### src/rtl/pong_pkg.sv
// Shared PONG constants: screen-mode codes, menu/options row codes, reset speed and score layout.
package pong_pkg;

  localparam int unsigned MODE_W      = 3;
  localparam int unsigned ROW_W       = 2;
  localparam int unsigned SPEED_W     = 2;
  localparam int unsigned NIB_W       = 4;
  localparam int unsigned SCORE_W     = 2 * NIB_W;
  localparam int unsigned FRAME_CNT_W = 9;

  localparam logic [MODE_W-1:0] SCR_MENU    = 3'b000;
  localparam logic [MODE_W-1:0] SCR_GAME    = 3'b001;
  localparam logic [MODE_W-1:0] SCR_CREDITS = 3'b010;
  localparam logic [MODE_W-1:0] SCR_OPTIONS = 3'b011;
  localparam logic [MODE_W-1:0] SCR_P1_WIN  = 3'b100;
  localparam logic [MODE_W-1:0] SCR_P2_WIN  = 3'b101;

  localparam logic [ROW_W-1:0] ROW_START   = 2'd0;
  localparam logic [ROW_W-1:0] ROW_OPTIONS = 2'd1;
  localparam logic [ROW_W-1:0] ROW_CREDITS = 2'd2;
  localparam logic [ROW_W-1:0] ROW_SPEED   = 2'd0;
  localparam logic [ROW_W-1:0] ROW_BACK    = 2'd1;

  localparam logic [SPEED_W-1:0] SPEED_RST = 2'd1;

  typedef struct packed {
    logic [NIB_W-1:0] left;
    logic [NIB_W-1:0] right;
  } score_t;

  // Three-row menu cursor step with wrap in both directions.
  function automatic logic [ROW_W-1:0] menu_row_step(input logic [ROW_W-1:0] row,
                                                     input logic             down);
    logic [ROW_W-1:0] nxt;
    if (down) nxt = (row >= ROW_CREDITS) ? ROW_START : ROW_W'(row + ROW_W'(1));
    else      nxt = (row == ROW_START) ? ROW_CREDITS : ROW_W'(row - ROW_W'(1));
    return nxt;
  endfunction

endpackage

### src/rtl/pong_mode_ctrl_if.sv
// Button/point inputs and screen-selection outputs between PONG input logic and the mode controller.
interface pong_mode_ctrl_if;
  import pong_pkg::*;

  logic                btn_up;
  logic                btn_down;
  logic                btn_select;
  logic                btn_back;
  logic                point_left;
  logic                point_right;
  logic                frame_tick;
  logic [MODE_W-1:0]   screen_mode;
  logic [ROW_W-1:0]    icon_highlighter;
  logic [SPEED_W-1:0]  speed_selector;
  logic [SCORE_W-1:0]  score;
  logic                game_start;

  modport master (
    output btn_up, btn_down, btn_select, btn_back, point_left, point_right, frame_tick,
    input  screen_mode, icon_highlighter, speed_selector, score, game_start
  );

  modport slave (
    input  btn_up, btn_down, btn_select, btn_back, point_left, point_right, frame_tick,
    output screen_mode, icon_highlighter, speed_selector, score, game_start
  );

endinterface

### src/rtl/pong_mode_ctrl_btn_edge.sv
// Rising-edge detector on a debounced button level; history register plus combinational pulse.
module btn_edge (
  input  logic clk_in,
  input  logic rst,
  input  logic level,
  output logic rise_c
);

  logic level_q;

  // Tracking the live level through reset means a button held across reset reads as already seen.
  always_ff @(posedge clk_in) begin
    level_q <= level;
  end

  assign rise_c = level & ~level_q & ~rst;

endmodule

### src/rtl/pong_mode_ctrl.sv
// PONG menu/game sequencer driving the VGA screen selection buses.
// Optional winner-screen auto-return is built when PONG_WIN_TIMEOUT_EN is defined.
module pong_mode_ctrl
  import pong_pkg::*;
#(
  parameter int unsigned WIN_SCORE      = 9,
  parameter int unsigned TIMEOUT_FRAMES = 300
) (
  input  logic            clk_in,
  input  logic            rst,
  pong_mode_ctrl_if.slave bus
);

  logic up_c, down_c, sel_c, back_c;
  logic act_up_c, act_down_c, act_sel_c, act_back_c;
  logic win_c, timeout_c;

  logic [MODE_W-1:0]  state_q, state_d;
  logic [ROW_W-1:0]   row_q, row_d;
  logic [SPEED_W-1:0] speed_q, speed_d;
  score_t             score_q, score_d;
  logic               start_q, start_d;
  logic [NIB_W-1:0]   left_inc_c, right_inc_c;

  btn_edge u_edge_up   (.clk_in(clk_in), .rst(rst), .level(bus.btn_up),     .rise_c(up_c));
  btn_edge u_edge_down (.clk_in(clk_in), .rst(rst), .level(bus.btn_down),   .rise_c(down_c));
  btn_edge u_edge_sel  (.clk_in(clk_in), .rst(rst), .level(bus.btn_select), .rise_c(sel_c));
  btn_edge u_edge_back (.clk_in(clk_in), .rst(rst), .level(bus.btn_back),   .rise_c(back_c));

  // One button per cycle: back > select > up > down.
  assign act_back_c = back_c;
  assign act_sel_c  = sel_c & ~back_c;
  assign act_up_c   = up_c & ~sel_c & ~back_c;
  assign act_down_c = down_c & ~up_c & ~sel_c & ~back_c;

  assign win_c       = (state_q == SCR_P1_WIN) || (state_q == SCR_P2_WIN);
  assign left_inc_c  = NIB_W'(score_q.left + NIB_W'(1));
  assign right_inc_c = NIB_W'(score_q.right + NIB_W'(1));

`ifdef PONG_WIN_TIMEOUT_EN
  logic [FRAME_CNT_W-1:0] frame_cnt_q, frame_cnt_d;

  // Counter idles at zero outside the winner screens, so it starts fresh on each entry.
  always_comb begin
    frame_cnt_d = '0;
    timeout_c   = 1'b0;
    if (win_c) begin
      frame_cnt_d = frame_cnt_q;
      if (bus.frame_tick) begin
        frame_cnt_d = FRAME_CNT_W'(frame_cnt_q + FRAME_CNT_W'(1));
        timeout_c   = (frame_cnt_q == FRAME_CNT_W'(TIMEOUT_FRAMES - 1));
      end
    end
  end

  always_ff @(posedge clk_in) begin
    if (rst) frame_cnt_q <= '0;
    else     frame_cnt_q <= frame_cnt_d;
  end
`else
  logic unused_timeout;
  assign timeout_c      = 1'b0;
  assign unused_timeout = ^{bus.frame_tick, FRAME_CNT_W'(TIMEOUT_FRAMES)};
`endif

  // Next-state and next-output logic.
  always_comb begin
    state_d = state_q;
    row_d   = row_q;
    speed_d = speed_q;
    score_d = score_q;
    start_d = 1'b0;
    case (state_q)
      SCR_MENU: begin
        if (act_sel_c) begin
          case (row_q)
            ROW_START: begin
              state_d = SCR_GAME;
              score_d = '0;
              start_d = 1'b1;
            end
            ROW_OPTIONS: begin
              state_d = SCR_OPTIONS;
              row_d   = ROW_SPEED;
            end
            ROW_CREDITS: state_d = SCR_CREDITS;
            default:     row_d   = ROW_START;
          endcase
        end else if (act_up_c) begin
          row_d = menu_row_step(row_q, 1'b0);
        end else if (act_down_c) begin
          row_d = menu_row_step(row_q, 1'b1);
        end
      end
      SCR_OPTIONS: begin
        if (act_back_c || (act_sel_c && (row_q == ROW_BACK))) begin
          state_d = SCR_MENU;
          row_d   = ROW_OPTIONS;
        end else if (act_sel_c) begin
          speed_d = SPEED_W'(speed_q + SPEED_W'(1));
        end else if (act_up_c || act_down_c) begin
          row_d = (row_q == ROW_SPEED) ? ROW_BACK : ROW_SPEED;
        end
      end
      SCR_CREDITS: begin
        if (act_back_c || act_sel_c) begin
          state_d = SCR_MENU;
          row_d   = ROW_CREDITS;
        end
      end
      SCR_GAME: begin
        if (act_back_c) begin
          state_d = SCR_MENU;
          row_d   = ROW_START;
          score_d = '0;
        end else if (bus.point_left) begin
          score_d.left = left_inc_c;
          if (left_inc_c == NIB_W'(WIN_SCORE)) state_d = SCR_P1_WIN;
        end else if (bus.point_right) begin
          score_d.right = right_inc_c;
          if (right_inc_c == NIB_W'(WIN_SCORE)) state_d = SCR_P2_WIN;
        end
      end
      SCR_P1_WIN, SCR_P2_WIN: begin
        if (act_back_c || act_sel_c || timeout_c) begin
          state_d = SCR_MENU;
          row_d   = ROW_START;
          score_d = '0;
        end
      end
      default: begin
        state_d = SCR_MENU;
        row_d   = ROW_START;
        score_d = '0;
      end
    endcase
  end

  always_ff @(posedge clk_in) begin
    if (rst) begin
      state_q <= SCR_MENU;
      row_q   <= ROW_START;
      speed_q <= SPEED_RST;
      score_q <= '0;
      start_q <= 1'b0;
    end else begin
      state_q <= state_d;
      row_q   <= row_d;
      speed_q <= speed_d;
      score_q <= score_d;
      start_q <= start_d;
    end
  end

  assign bus.screen_mode      = state_q;
  assign bus.icon_highlighter = row_q;
  assign bus.speed_selector   = speed_q;
  assign bus.score            = score_q;
  assign bus.game_start       = start_q;

endmodule
### src/flat_wrapper.sv
// flat-port wrapper written by rule: the top's interface ports become plain ports
module pong_mode_ctrl_flat import pong_pkg::*;
#(
  parameter int unsigned WIN_SCORE      = 9,
  parameter int unsigned TIMEOUT_FRAMES = 300
)
  (clk_in, rst, bus_btn_up, bus_btn_down, bus_btn_select, bus_btn_back, bus_point_left, bus_point_right, bus_frame_tick, bus_screen_mode, bus_icon_highlighter, bus_speed_selector, bus_score, bus_game_start);
  pong_mode_ctrl_if bus_i ();
  input  logic clk_in;
  input  logic rst;
  input wire logic [$bits(bus_i.btn_up)-1:0] bus_btn_up;
  input wire logic [$bits(bus_i.btn_down)-1:0] bus_btn_down;
  input wire logic [$bits(bus_i.btn_select)-1:0] bus_btn_select;
  input wire logic [$bits(bus_i.btn_back)-1:0] bus_btn_back;
  input wire logic [$bits(bus_i.point_left)-1:0] bus_point_left;
  input wire logic [$bits(bus_i.point_right)-1:0] bus_point_right;
  input wire logic [$bits(bus_i.frame_tick)-1:0] bus_frame_tick;
  output wire logic [$bits(bus_i.screen_mode)-1:0] bus_screen_mode;
  output wire logic [$bits(bus_i.icon_highlighter)-1:0] bus_icon_highlighter;
  output wire logic [$bits(bus_i.speed_selector)-1:0] bus_speed_selector;
  output wire logic [$bits(bus_i.score)-1:0] bus_score;
  output wire logic [$bits(bus_i.game_start)-1:0] bus_game_start;
  assign bus_i.btn_up = bus_btn_up;
  assign bus_i.btn_down = bus_btn_down;
  assign bus_i.btn_select = bus_btn_select;
  assign bus_i.btn_back = bus_btn_back;
  assign bus_i.point_left = bus_point_left;
  assign bus_i.point_right = bus_point_right;
  assign bus_i.frame_tick = bus_frame_tick;
  assign bus_screen_mode = bus_i.screen_mode;
  assign bus_icon_highlighter = bus_i.icon_highlighter;
  assign bus_speed_selector = bus_i.speed_selector;
  assign bus_score = bus_i.score;
  assign bus_game_start = bus_i.game_start;
  pong_mode_ctrl #(.WIN_SCORE(WIN_SCORE), .TIMEOUT_FRAMES(TIMEOUT_FRAMES)) u_core (.clk_in(clk_in), .rst(rst), .bus(bus_i));
endmodule
### config.mk
export PLATFORM = sky130hd
export DESIGN_NAME = pong_mode_ctrl_flat
export DESIGN_NICKNAME = d
export VERILOG_FILES = /design/src/rtl/pong_pkg.sv /design/src/rtl/pong_mode_ctrl_if.sv /design/src/rtl/pong_mode_ctrl_btn_edge.sv /design/src/rtl/pong_mode_ctrl.sv /design/src/flat_wrapper.sv
export SDC_FILE = /design/constraint.sdc
export NUM_CORES = 1
export LEC_CHECK = 0
export CAP_MARGIN = 20
export CORE_UTILIZATION = 40
export CTS_CLUSTER_DIAMETER = 60
export DETAILED_ROUTE_END_ITERATION = 8
export PLACE_DENSITY_LB_ADDON = 0.12
export SLEW_MARGIN = 20
export SYNTH_ARGS = -nofsm -noshare
export SYNTH_HDL_FRONTEND = slang
export SYNTH_SLANG_ARGS = --single-unit
### constraint.sdc
create_clock -name clk_in -period 3.1 [get_ports clk_in]
set_input_delay 0.31 -clock clk_in [delete_from_list [all_inputs] [get_ports clk_in]]
set_output_delay 0.31 -clock clk_in [all_outputs]
set_load 0.005 [all_outputs]
==> results.yml <==
grt:
  grt_pass1_wl_um: 4480
  busiest_layer: "met2"
  grt_use_total: 0.172
  grt_max_degree: 22
  met1_usage: 0.243
  grt_use_met2: 0.261
  grt-ovfl-total: 0
  grt_antenna_before_repair: 0
  grt_util_met3: 0.0223
  grt_pass1_vias: 1013
routing:
  ant_nets: 0
  dr.first_iter.drc_count: 31
  finalWirelength_um: 2600
  vias: 1129
  firstDrtPassIters: 6
  wl_per_cell_um: 12.8
  vias_per_cell: 5.56
  route.detailed.drc: 3
logic_synthesis:
  yosys-top-cells-area: "dfxtp_1 32%, ha_1 10%, a21oi_1 4.0%, mux2i_1 4.0%, o21ai_0 4.0%"
  synth.avg_cell_area_sq_um: 8.31
  yosysSeqAreaShare: 0.321
  yosys_warnings: 0
  yosysTopAreaCell: "dfxtp_1"
  ys_ff_latch: 20
  synth_edf_count: 0
  synth_cells: 150
  synthFlopType: "dfxtp_1"
  synth_nets: 169
  netlist_area_sq_um: 1250
  synth_top_cell_area_share: 0.321
  synth_cell_types: 42
  async_flop_share: 0
clock_network:
  post_cts_resized: 0
  clockBufferDepth: 2
  postCtsSetupBuffers: 0
  cts.sinks: 20
  cts_tree: "yes"
  cts_hold_buffers: 0
  cts_root_buffer: "clkbuf_4"
  cts_buffers: 3
  clk_latency_ns: 0.30
  clk_pin_slew_ns: 0.12
  htree_levels: 1
worst_hold_path:
  hold_path.class: "primary input to flop"
cells_and_area:
  final_common_cell: "clkdlybuf4s50_1"
  filler_cell_count: 280
  multi_input_area_sq_um: 782
  seq_area_sq_um: 400
  drive_gt1_frac: 0.0756
  syn2layout_area_growth_pct: 23.6
  layout_common_cells: "23 x clkdlybuf4s50_1, 20 x dfxtp_1, 13 x nand2_1"
  final_cell_area_sq_um: 1540
  antennaDiodeCount: 0
  fin_nets: 192
placement:
  pre_cts_ws_ns: 0.477
  port_buffers: 23
  place.gp.congestion: 0.782
  place_hpwl_um: 1940
  dpl_cell_area_sq_um: 1500
floorplan:
  dieHeight_um: 57.8
  rows: 19
  io_pins: 25
  start_util: 0.437
  core_area_sq_um: 2850
  dieArea_sq_um: 3340
  die_w_um: 57.8
sta:
  hold_viol_final: 0
  fin_tns_setup_ns: 0
  fmax_mhz: 429
  period_needed_ns: 2.33
  finalSetupViolCount: 0
  setup_slack_ns: 0.768
  rsz0062_at_grt: "false"
  tightest_slew_ns: 0.560
  clock_skew_ns: 0.00706
  fin_crit_sh: 0.752
  max_slew_margin: 0.621
  drv_slew: 0
power:
  power_density_nw_per_um2: 632
  peakVddDrop_mv: 0.327
  leakage_nw: 0.557
outcome:
  violations: "DRC"
  run_status: "complete, but fails checks"
worst_setup_path:
  crit_fanout: 21
  crit_required_ns: 3.35
  cp.arrival_ns: 2.58
  critPathLaunchType: "primary input"
  path_class: "primary input to flop"
  critPathCaptureType: "flop"
run:
  maxCapViolCount: 0
[cell usage after synthesis, types with 2 or more instances]
library cell,instances
a31oi_1,2
o21ai_1,2
clkbuf_1,7
xnor2_1,2
nand2_1,13
nor2_1,11
ha_1,10
a211oi_1,2
nand3_1,3
or3_1,2
dfxtp_1,20
o21ai_0,10
a311oi_1,5
and3_1,4
mux2i_1,5
nand2b_1,6
xor2_1,2
inv_1,10
nor2b_1,2
a21oi_1,10
[final timing paths]
| check | slack [ns] | cells past startpoint | end | start |
|---|---|---|---|---|
| max | 0.77 | 7 | u_core.bus.screen_mode[0] | rst |
| min | 0.47 | 1 | u_core.u_edge_up.level_q | bus_btn_up |
| max reg2reg | 0.86 | 8 | u_core.bus.screen_mode[0] | u_core.bus.icon_highlighter[1] |
| min reg2reg | 0.52 | 2 | u_core.bus.speed_selector[1] | u_core.bus.speed_selector[1] |
[sequential cells by signal, summed over array words and instances, names as in the netlist]
signal                       cells
u_core.bus.score                 8
u_core.u_edge_back.level_q       1
u_core.u_edge_down.level_q       1
u_core.bus.screen_mode           3
u_core.u_edge_up.level_q         1
u_core.bus.icon_highlighter      2
u_core.bus.speed_selector        2
u_core.u_edge_sel.level_q        1
u_core.bus.game_start            1
[metal layers]
layer / vias to the layer above / part of all wire / wire length [um]
li1: 586 / - / -
met1: 516 / 0.51 / 1330
met2: 22 / 0.44 / 1150
met3: 5 / 0.033 / 85
met4: 0 / 0.016 / 42
met5: - / 0 / 0
[where the power goes]
| part | internal [W] | switching (W) | total [W] |
|---|---|---|---|
| combinational | 0.000227 | 0.000255 | 0.000482 |
| clock | 0.0000717 | 0.0000842 | 0.000156 |
| sequential | 0.000287 | 0.0000483 | 0.000336 |
| total | 0.000586 | 0.000388 | 0.000974 |
[critical path, stage by stage]
cell,delay [ns]
clkdlybuf4s50_1,0.42
buf_4,0.22
nor3_2,0.38
o32ai_2,0.15
or4_4,0.59
or3b_1,0.36
a21oi_1,0.14
[cells by family (layout without fill, tap and decap cells)]
logic type / count (synthesis) / after routing / share of synthesized area
AND/OR/NAND/NOR: 54 / 54 / 0.238
flip-flops: 20 / 20 / 0.321
adder cells (fa/ha/maj): 10 / 10 / 0.100
buffers and inverters: 17 / 39 / 0.0512
multiplexers: 5 / 5 / 0.0402
XOR/XNOR: 4 / 4 / 0.0281
AO/OA/AOI/OAI: 40 / 40 / 0.221
[through the flow]
stage,hold slack [ns],util,instances,power (W)
floorplan,0.338,-,150,0.000670
global placement,0.493,0.527,199,0.000810
detailed placement,0.497,0.527,199,0.000821
CTS,0.465,0.540,203,0.000981
global route,0.475,0.540,203,0.00105
finish,0.474,0.540,203,0.000974
[cell type report]
| class | count | share of cell area |
|---|---|---|
| flip-flops and latches | 20 | 0.260 |
| well taps | 31 | 0.0252 |
| multi-input cells | 113 | 0.508 |
| repair buffers | 25 | 0.159 |
| inverters | 10 | 0.0244 |
| clock buffers | 4 | 0.0236 |
(Power assumes the default switching activity.)
